`src/rtl/framebuffer_pkg.sv`:
```
// Purpose: shared types for the framebuffer replay scanner (replay mode, FSM state, scan direction).
// Latency: n/a (types and a width helper only).
// Backpressure: n/a.
package framebuffer_pkg;

    typedef enum logic [1:0] {
        FWD      = 2'b00,
        REV      = 2'b01,
        PINGPONG = 2'b10,
        STEP     = 2'b11
    } replay_mode_e;

    typedef enum logic {
        ST_IDLE = 1'b0,
        ST_SCAN = 1'b1
    } state_e;

    typedef enum logic {
        DIR_FWD = 1'b0,
        DIR_REV = 1'b1
    } dir_e;

    // Frame-index width; a single-frame ring still needs a 1-bit index.
    function automatic int fidx_width(input int n);
        return (n > 1) ? $clog2(n) : 1;
    endfunction

endpackage

```
`src/rtl/frame_seq_next.sv`:
```
// Purpose: computes the frame that follows the current one (index, ping-pong direction, row base).
// Latency: combinational.
// Backpressure: none; the caller decides when to take the result.
//
// Ports:
//   cur_idx/cur_base/cur_dir  frame currently being scanned and its row base / ping-pong direction
//   mode                      replay mode sampled at the frame boundary
//   nxt_idx/nxt_base/nxt_dir  the frame to scan after an advance
module frame_seq_next
    import framebuffer_pkg::*;
#(
    parameter int NUM_FRAME      = 16,
    parameter int ROWS_PER_FRAME = 300,
    parameter int ROW_W          = 15,
    parameter int FIDX_W         = 4
) (
    input  logic [FIDX_W-1:0] cur_idx,
    input  logic [ROW_W-1:0]  cur_base,
    input  dir_e              cur_dir,
    input  replay_mode_e      mode,
    output logic [FIDX_W-1:0] nxt_idx,
    output logic [ROW_W-1:0]  nxt_base,
    output dir_e              nxt_dir
);

    localparam logic [FIDX_W-1:0] LAST_IDX  = FIDX_W'(NUM_FRAME - 1);
    localparam logic [ROW_W-1:0]  STRIDE    = ROW_W'(ROWS_PER_FRAME);
    // Base of the top frame is a constant, so the wrap never needs a multiplier.
    localparam logic [ROW_W-1:0]  LAST_BASE = ROW_W'((NUM_FRAME - 1) * ROWS_PER_FRAME);

    logic go_up;

    always_comb begin
        go_up   = 1'b1;
        nxt_dir = cur_dir;
        case (mode)
            FWD, STEP: go_up = 1'b1;
            REV:       go_up = 1'b0;
            PINGPONG: begin
                // Turn around at either end so the end frame is shown only once.
                if (cur_dir == DIR_FWD) begin
                    if (cur_idx == LAST_IDX) begin
                        nxt_dir = DIR_REV;
                        go_up   = 1'b0;
                    end
                end else begin
                    go_up = 1'b0;
                    if (cur_idx == '0) begin
                        nxt_dir = DIR_FWD;
                        go_up   = 1'b1;
                    end
                end
            end
            default: go_up = 1'b1;
        endcase

        // A one-frame ring wraps onto itself in every mode, keeping idx at 0.
        if (go_up) begin
            if (cur_idx == LAST_IDX) begin
                nxt_idx  = '0;
                nxt_base = '0;
            end else begin
                nxt_idx  = cur_idx + FIDX_W'(1);
                nxt_base = cur_base + STRIDE;
            end
        end else begin
            if (cur_idx == '0) begin
                nxt_idx  = LAST_IDX;
                nxt_base = LAST_BASE;
            end else begin
                nxt_idx  = cur_idx - FIDX_W'(1);
                nxt_base = cur_base - STRIDE;
            end
        end
    end

endmodule

```
`src/rtl/framebuffer_replay.sv`:
```
// Purpose: replays a ring of frames stored in SDRAM by generating the pixel read address stream.
// Latency: all outputs registered; first pixel appears the cycle after IDLE sees hold drop.
// Backpressure: none; busy/drawBlack/~replay abandon the scan and park the FSM in IDLE.
//
// Ports:
//   clk, reset      single clock domain, asynchronous active-high reset
//   busy, drawBlack writer / clear activity; either one holds the scanner idle
//   replay          replay enable
//   mode            00 forward, 01 reverse, 10 ping-pong, 11 step
//   step            single-cycle pulse advancing one frame in step mode
//   last_idx        last written frame; replay starts at the frame after it
//   raddr           {row, column} read address
//   frame_idx       frame being scanned
//   frame_start     pulse on pixel 0 of every frame scan (including rescans)
//   active          high while scanning
module framebuffer_replay
    import framebuffer_pkg::*;
#(
    parameter int  NUM_FRAME      = 16,
    parameter int  ROWS_PER_FRAME = 300,
    parameter int  COL_W          = 10,
    parameter int  ROW_W          = 15,
    parameter int  HOLD_CYCLES    = 2500,
    localparam int FIDX_W         = fidx_width(NUM_FRAME)
) (
    input  logic                   clk,
    input  logic                   reset,
    input  logic                   busy,
    input  logic                   drawBlack,
    input  logic                   replay,
    input  logic [1:0]             mode,
    input  logic                   step,
    input  logic [FIDX_W-1:0]      last_idx,
    output logic [ROW_W+COL_W-1:0] raddr,
    output logic [FIDX_W-1:0]      frame_idx,
    output logic                   frame_start,
    output logic                   active
);

    localparam int ROWC_W = (ROWS_PER_FRAME > 1) ? $clog2(ROWS_PER_FRAME) : 1;
    localparam int HC_W   = (HOLD_CYCLES > 0) ? $clog2(HOLD_CYCLES + 1) : 1;

    localparam logic [ROWC_W-1:0] LAST_ROW = ROWC_W'(ROWS_PER_FRAME - 1);
    localparam logic [COL_W-1:0]  LAST_COL = '1;
    localparam logic [HC_W-1:0]   HOLD_MAX = HC_W'(HOLD_CYCLES);
    localparam logic [FIDX_W-1:0] LAST_IDX = FIDX_W'(NUM_FRAME - 1);
    localparam logic [ROW_W-1:0]  STRIDE   = ROW_W'(ROWS_PER_FRAME);

    // The whole ring must be addressable with ROW_W row bits.
    if (NUM_FRAME * ROWS_PER_FRAME > (1 << ROW_W)) begin : g_row_w_check
        $error("framebuffer_replay: NUM_FRAME*ROWS_PER_FRAME does not fit in ROW_W row bits");
    end

    state_e                 state, state_d;
    dir_e                   dir, dir_d, nxt_dir;
    replay_mode_e           mode_e;
    logic [ROW_W-1:0]       base, base_d, nxt_base, idle_base, row_addr;
    logic [ROWC_W-1:0]      row, row_d;
    logic [COL_W-1:0]       col, col_d;
    logic [HC_W-1:0]        hold_cnt, hold_cnt_d;
    logic [FIDX_W-1:0]      idx_d, nxt_idx, idle_idx;
    logic                   step_latched, step_latched_d;
    logic [ROW_W+COL_W-1:0] raddr_d;
    logic                   frame_start_d, active_d;
    logic                   hold, last_pixel, advance;

    assign mode_e     = replay_mode_e'(mode);
    assign hold       = busy | drawBlack | ~replay;
    assign last_pixel = (row == LAST_ROW) && (col == LAST_COL);
    // A step arriving on the last pixel itself is honoured, not deferred a frame.
    assign advance    = (mode_e == STEP) ? (step_latched | step) : (hold_cnt >= HOLD_MAX);

    // Replay resumes at the oldest frame: the one after the last written.
    assign idle_idx   = (last_idx >= LAST_IDX) ? '0 : last_idx + FIDX_W'(1);
    assign idle_base  = STRIDE * ROW_W'(idle_idx);

    frame_seq_next #(
        .NUM_FRAME      (NUM_FRAME),
        .ROWS_PER_FRAME (ROWS_PER_FRAME),
        .ROW_W          (ROW_W),
        .FIDX_W         (FIDX_W)
    ) u_seq (
        .cur_idx  (frame_idx),
        .cur_base (base),
        .cur_dir  (dir),
        .mode     (mode_e),
        .nxt_idx  (nxt_idx),
        .nxt_base (nxt_base),
        .nxt_dir  (nxt_dir)
    );

    always_comb begin
        state_d        = state;
        idx_d          = frame_idx;
        base_d         = base;
        row_d          = row;
        col_d          = col;
        hold_cnt_d     = hold_cnt;
        dir_d          = dir;
        step_latched_d = step_latched;
        frame_start_d  = 1'b0;
        active_d       = 1'b0;

        case (state)
            ST_IDLE: begin
                idx_d          = idle_idx;
                base_d         = idle_base;
                row_d          = '0;
                col_d          = '0;
                hold_cnt_d     = '0;
                dir_d          = DIR_FWD;
                step_latched_d = 1'b0;
                if (!hold) begin
                    state_d       = ST_SCAN;
                    frame_start_d = 1'b1;
                    active_d      = 1'b1;
                end
            end
            ST_SCAN: begin
                if (hold) begin
                    // Abandon the frame; IDLE reloads everything.
                    state_d = ST_IDLE;
                    row_d   = '0;
                    col_d   = '0;
                end else begin
                    active_d = 1'b1;
                    if (hold_cnt < HOLD_MAX) begin
                        hold_cnt_d = hold_cnt + HC_W'(1);
                    end
                    if (step) begin
                        step_latched_d = 1'b1;
                    end
                    if (!last_pixel) begin
                        if (col == LAST_COL) begin
                            col_d = '0;
                            row_d = row + ROWC_W'(1);
                        end else begin
                            col_d = col + COL_W'(1);
                        end
                    end else begin
                        // Back-to-back rescan or next frame; either way pixel 0 follows.
                        row_d         = '0;
                        col_d         = '0;
                        frame_start_d = 1'b1;
                        if (advance) begin
                            idx_d      = nxt_idx;
                            base_d     = nxt_base;
                            dir_d      = nxt_dir;
                            hold_cnt_d = '0;
                            if (mode_e == STEP) begin
                                step_latched_d = 1'b0;
                            end
                        end
                    end
                end
            end
            default: state_d = ST_IDLE;
        endcase
    end

    assign row_addr = base_d + ROW_W'(row_d);
    assign raddr_d  = active_d ? {row_addr, col_d} : '0;

    always_ff @(posedge clk or posedge reset) begin
        if (reset) begin
            state        <= ST_IDLE;
            frame_idx    <= '0;
            base         <= '0;
            row          <= '0;
            col          <= '0;
            hold_cnt     <= '0;
            dir          <= DIR_FWD;
            step_latched <= 1'b0;
            raddr        <= '0;
            frame_start  <= 1'b0;
            active       <= 1'b0;
        end else begin
            state        <= state_d;
            frame_idx    <= idx_d;
            base         <= base_d;
            row          <= row_d;
            col          <= col_d;
            hold_cnt     <= hold_cnt_d;
            dir          <= dir_d;
            step_latched <= step_latched_d;
            raddr        <= raddr_d;
            frame_start  <= frame_start_d;
            active       <= active_d;
        end
    end

endmodule

```
`config.mk`:
```
export PLATFORM = sky130hd
export DESIGN_NAME = framebuffer_replay
export DESIGN_NICKNAME = d
export VERILOG_FILES = /design/src/rtl/framebuffer_pkg.sv /design/src/rtl/frame_seq_next.sv /design/src/rtl/framebuffer_replay.sv
export SDC_FILE = /design/constraint.sdc
export NUM_CORES = 1
export LEC_CHECK = 0
export CELL_PAD_IN_SITES_DETAIL_PLACEMENT = 0
export CELL_PAD_IN_SITES_GLOBAL_PLACEMENT = 2
export CORE_AREA = 2 2 126 116
export CTS_BUF_LIST = sky130_fd_sc_hd__clkbuf_2 sky130_fd_sc_hd__clkbuf_4 sky130_fd_sc_hd__clkbuf_8
export DETAILED_ROUTE_END_ITERATION = 12
export DIE_AREA = 0 0 128 118
export PLACE_DENSITY_LB_ADDON = 0.1
export RECOVER_POWER = 50
export SLEW_MARGIN = 5
export SYNTH_ARGS = -nofsm -noshare
export SYNTH_HDL_FRONTEND = slang
export SYNTH_SLANG_ARGS = --single-unit
```
`constraint.sdc`:
```
create_clock -name clk -period 4.9 [get_ports clk]
set_input_delay 0.98 -clock clk [delete_from_list [all_inputs] [get_ports clk]]
set_output_delay 0.98 -clock clk [all_outputs]
set_load 0.005 [all_outputs]
```
# Yosys cells after proc, flatten, opt, wreduce, memory -nomap -nowiden
# Index checks and enable logic that the tools add are counted.
[op_classes]
muxes = 52
n_addsub = 9
multipliers = 1
reduce_logical = 6
bitwise = 5
n_lt_le_gt_ge = 3
eq_ne = 10
[ops]
columns = ["op", "count"]
rows = [
  ["$mux W15", 6],
  ["$mux W12", 4],
  ["$mux W10", 3],
  ["$pmux W15 S2", 1],
  ["$mux W4", 7],
  ["$mux W9", 3],
  ["$mux W25", 1],
  ["$pmux W12 S2", 1],
  ["$pmux W10 S2", 1],
  ["$mux W1", 19],
  ["$pmux W9 S2", 1],
  ["$add A15 B9 Y15", 1],
  ["$add A15 B9 Y15 const B", 1],
  ["$sub A15 B9 Y15 const B", 1],
  ["$add A12 B1 Y12 const B", 1],
  ["$ge A12 B12 Y1 const B", 1],
  ["$lt A12 B12 Y1 const B", 1],
  ["$mul A7 B4 Y11 const A", 1],
  ["$add A10 B1 Y10 const B", 1],
  ["$eq A10 B10 Y1 const B", 1],
  ["$add A9 B1 Y9 const B", 1],
  ["$eq A9 B9 Y1 const B", 1],
  ["$add A4 B1 Y4 const B", 2],
  ["$pmux W4 S2", 1],
  ["other kinds (17)", 25],
]
[word_totals]
elab_cells = 96
out_inout_bits = 31
register_bits = 79

# Depth between registers and ports, before layout
# Gate-level depths: netlist of run 1.
[logic_depth]
ltp_word = 11
depth_mapped = 20
depth_no_buf = 20

# By module
# Synthesis of run 1 repeated with hierarchy kept, for this count alone.
[unflattened]
hier_cells = 591
area_unflattened_um2 = 5217.5
[by_module_without_submodules]
columns = ["mod", "seq_area_each_um2", "cells_each", "area_each_um2", "instances"]
rows = [
  ["framebuffer_replay", 1976.9, 440, 4225.3, 1],
  ["frame_seq_next", 0.0, 151, 992.2, 1],
]

# Worst setup path after synthesis of run 1
# No wires, ideal clock.
[synth_path]
path_type = "input-to-reg"
from = "input last_idx[0]"
to = "register raddr[22]"
setup_slack_ps = 414
path_stages = 20
t_required_ps = 4812
t_arrival_ps = 4398
n_path_buf = 0
setup_ps = 88
path_cell_list = "ha_1 > a21oi_1 > o21ai_0 > o21ai_0 > ha_1 > inv_1 > fa_1 > inv_1 > ha_1 > a21o_1 > a21oi_1 > xor2_1 > a21oi_1 > ha_1 > o21a_1 > o31a_1 > o21ai_0 > nor2_1 > a21oi_1 > nor3b_1"
[synth_via]
elab_chain_cells = 6
elab_cells_between_ends = 7
classes_between = "2 x add/sub; 1 x mul; 1 x order compare; 3 x mux"
[synth_rtl]
columns = ["item", "line", "source"]
rows = [
  ["from (decl)", "framebuffer_replay.sv:33", "input logic [FIDX_W-1:0] last_idx,"],
  ["$add A4 B1 Y4 or $ge A4 B4 Y1 (tied branches)", "framebuffer_replay.sv:74", "assign idle_idx = (last_idx >= LAST_IDX) ? '0 : last_idx + FIDX_W'(1);"],
  ["$mux W4 *", "framebuffer_replay.sv:74", ""],
  ["$mul A7 B4 Y11 *", "framebuffer_replay.sv:75", "assign idle_base = STRIDE * ROW_W'(idle_idx);"],
  ["$pmux W15 S2 *", "framebuffer_replay.sv:104", "case (state)"],
  ["net base_d[8]", "framebuffer_replay.sv:57", "logic [ROW_W-1:0] base, base_d, nxt_base, idle_base, row_addr;"],
  ["$add A15 B9 Y15 *", "framebuffer_replay.sv:161", "assign row_addr = base_d + ROW_W'(row_d);"],
  ["$mux W25 *", "framebuffer_replay.sv:162", "assign raddr_d = active_d ? {row_addr, col_d} : '0;"],
  ["net raddr_d[22]", "framebuffer_replay.sv:63", "logic [ROW_W+COL_W-1:0] raddr_d;"],
  ["to (signal assigned)", "framebuffer_replay.sv:186", "raddr <= raddr_d;"],
  ["to (decl)", "framebuffer_replay.sv:34", "output logic [ROW_W+COL_W-1:0] raddr,"],
]
# Mark *: on every way through the listed nets, which the timed path passes. The rest lies on a longest branch.
# A chain may end at the register's enable or synchronous reset.

# Worst setup path in the final report of run 1
[layout_path]
from = "input last_idx[0]"
to = "register raddr[21]"
# The elaborated chain is that of the path after synthesis.

==> results.cfg, run 1 <==
[power_and_ir_drop]
cellPowerDensity_nw_per_um2 = 291
vdd_ir_drop_max_mv = 0.180
power.static_leakage_uw = 0.00277

[synth]
netlist-cell-type-count = 74
yosysWarningCount = 0
yosys_most_used_dff = sky130_fd_sc_hd__dfrtp_1
synth_top_family_by_area = simple AND/OR/NAND/NOR gates
synth_simple_gate_area_share_pct = 20.8
synthCells = 564
ys_ff_latch = 79
synthesis.area_per_instance_um2 = 9.10
synthesized_area_fraction_occupied_by_adder_cells_pct = 8.34
synth_compound_gate_area_share_pct = 19.1
yosysSeqAreaShare_pct = 38.5
synth.mux.area_fraction_pct = 0.390
synthArstFlopShare_pct = 100
number_of_enable_type_register_cells_in_the_synthesized_netlist = 0
netlist_area_um2 = 5130
yosys.area_share.xor_xnor_pct = 7.68
mappedNetlistNets = 609

[placed_design]
gpl.final_weighted_congestion = 0.889
post-dp-hpwl_mm = 11.0
numPortBuffers = 42

[route]
vias_post_dr = 4497
first_pass_iters = 5
final_antenna_net_count = 0
vias_per_cell = 5.41
drt-wirelength-per-cell_um = 17.5
detail_route.iter0.violations = 336
drc_errors = 0
routed_wirelength_mm = 14.5

[global_route]
number_of_global_route_vias_before_repair = 4454
groute.usage.overall_pct = 20.2
maximum_number_of_pins_on_one_net_before_global_route_repair = 55
groute.layer.met3.usage_pct = 4.77
number_of_antenna_violations_at_the_first_check_in_global_routing = 0
grt_first_pass_wirelength_mm = 23.8
grt_overflow = 0
globalRouteMet1Util_pct = 31.1
grt_peak_use_layer = met1
groute.layer.met2.usage_pct = 27.5

[run]
maxCapViolCount = 1

[setup_path]
end_kind = register
critPathMaxFanout = 5
crit_arrival_ps = 4960
worstSetupPathType = input pin to register
worstSetupStartpointType = input pin
endpoint_required_time_on_the_critical_path_ps = 5150

[die]
design.die.area_um2 = 15100
die_h_um = 118
floorplan.core_area_um2 = 13700
initial_utilization_pct = 37.3
rows = 41
dieWidth_um = 128
top_level_i_o_count = 43

[finish]
flow.area_growth_from_synthesis_pct = 22.6
share_of_post_route_cells_with_drive_strength_above_1_pct = 16.8
final_nets = 699
finish.utilization_pct = 45.8
multiInputGateArea_um2 = 2910
layout_common_cells = sky130_fd_sc_hd__nor2_1 (79), sky130_fd_sc_hd__dfrtp_1 (79), sky130_fd_sc_hd__buf_4 (60)
antenna-diode-count = 0
fillerInstances = 1362
final-seq-area_um2 = 1980

[clocking]
clock_tree_from_tritoncts = done
clkSinkCount = 79
cts_root_buffer = sky130_fd_sc_hd__clkbuf_8
numCtsBuffers = 9
clock_latency_on_the_worst_skew_pair_ps = 380
cts_resized = 0
cts_post_setup_buffers_inserted = 0
clk_pin_slew_ps = 90
cts.path.max_buffers = 2
htree_num_levels = 3
cts_hold_buffers = 0

[sta]
tightestPinTransition_ps = 2450
min_period_ps = 4710
final-setup-viol-count = 0
max_slew_margin_pct = -64.0
final-hold-violation-count = 0
final.setup_skew_ps = 16.4
timing.final.crit_share_pct = 96.1
unrepaired_setup_endpoints_after_global_routing = false
timing.hold.ws_ps = 497
fmaxAchievable_mhz = 212
number_of_max_slew_violations_in_the_final_report = 55

[status]
failed_checks = max-capacitance violations, max-slew violations
run_status = complete, but fails checks

[worst_hold_path]
hold_path.class = register to register
==> final cells by class <==
class,instances,area share [%]
Inverter,29,1.75
Multi-Input combinational cell,431,46.2
Clock inverter,7,1.25
Clock buffer,9,1.97
Sequential cell,79,31.4
Timing Repair Buffer,104,14.0
Tap cell,172,3.42
==> per-layer routing <==
| layer | wire [um] | up-vias |
|---|---|---|
| li1 | - | 2181 |
| met1 | 7440 | 2183 |
| met2 | 6040 | 114 |
| met3 | 762 | 19 |
| met4 | 263 | 0 |
| met5 | 0 | - |
==> report_power, final <==
group | switching, uW | internal, uW | total (uW)
combinational | 310 | 245 | 555
clock | 276 | 240 | 516
sequential | 77.3 | 685 | 763
==> Yosys cell counts (all sizes together) (7+ instances only) <==
master  instances  area share, %
a21oi          34            3.4
a211oi          7            1.0
clkbuf         22            2.4
dfrtp          79             39
o21ai          28            2.9
nand3          24            2.3
ha             31            7.6
and3            9            1.1
xor2           26            4.4
o211ai          9            1.3
nor3           10            1.1
xnor2          19            3.2
nor2           80            5.9
nand4           9            1.1
a31oi          10            1.2
inv            27            2.0
nand2          42            3.2
==> final timing paths <==
kind	startpoint	end	slack, ps	cells after the start
setup / recovery	last_idx[0]	raddr[21]$_DFF_PP0_	190	20
hold / removal	base[0]$_DFF_PP0_	base[0]$_DFF_PP0_	500	2
setup reg to reg	col[0]$_DFF_PP0_	raddr[22]$_DFF_PP0_	580	19
hold reg to reg	base[0]$_DFF_PP0_	base[0]$_DFF_PP0_	500	2
max in group asynchronous	reset	raddr[18]$_DFF_PP0_	1170	3
min in group asynchronous	reset	raddr[24]$_DFF_PP0_	1730	2
==> flip-flops by register name (all words and copies together) (netlist names) <==
name,cells
frame_idx,4
hold_cnt,12
frame_start,1
row,9
base,15
col,10
raddr,25
state,1
dir,1
step_latched,1
==> worst max-delay path: stages <==
cell	delay (ps)
sky130_fd_sc_hd__clkdlybuf4s50_1	480
sky130_fd_sc_hd__buf_4	140
sky130_fd_sc_hd__inv_1	50
sky130_fd_sc_hd__ha_1	300
sky130_fd_sc_hd__inv_2	70
sky130_fd_sc_hd__buf_4	130
sky130_fd_sc_hd__ha_1	270
sky130_fd_sc_hd__ha_1	280
sky130_fd_sc_hd__ha_1	360
sky130_fd_sc_hd__buf_4	160
sky130_fd_sc_hd__xnor2_1	240
sky130_fd_sc_hd__o21ai_0	150
sky130_fd_sc_hd__ha_1	220
sky130_fd_sc_hd__or3_1	340
sky130_fd_sc_hd__o21ba_2	220
sky130_fd_sc_hd__nand3_1	80
sky130_fd_sc_hd__nand2_1	100
sky130_fd_sc_hd__buf_4	160
sky130_fd_sc_hd__a21oi_1	150
sky130_fd_sc_hd__nor3b_2	70
==> stage by stage <==
step                      cells  power, uW  setup slack, ps  TNS [ps]  area, um^2
final                       831       1830              192         0        6290
after CTS                   831       1850             32.0         0        6280
after detailed placement    815       1320             -317     -1530        6080
after global routing        831       1950             10.4         0        6290
after global placement      815       1320             -231     -1110        6080
after floorplan             564       1140              414         0        5130
==> cell families after synthesis <==
family | Yosys count
compound gates | 138
xor+xnor | 45
fa+ha+maj | 33
buf+inv | 54
flops | 79
mux | 2
simple gates | 213
(Power assumes the default switching activity.)
==> run 2: changes to the inputs <==
--- a/config.mk
+++ b/config.mk
@@ -17,3 +17,4 @@
 export SYNTH_ARGS = -nofsm -noshare
 export SYNTH_HDL_FRONTEND = slang
 export SYNTH_SLANG_ARGS = --single-unit
+export TNS_END_PERCENT = 20
==> results of run 2 <==
Final layout, timing and power as in run 1 (identical DEF).
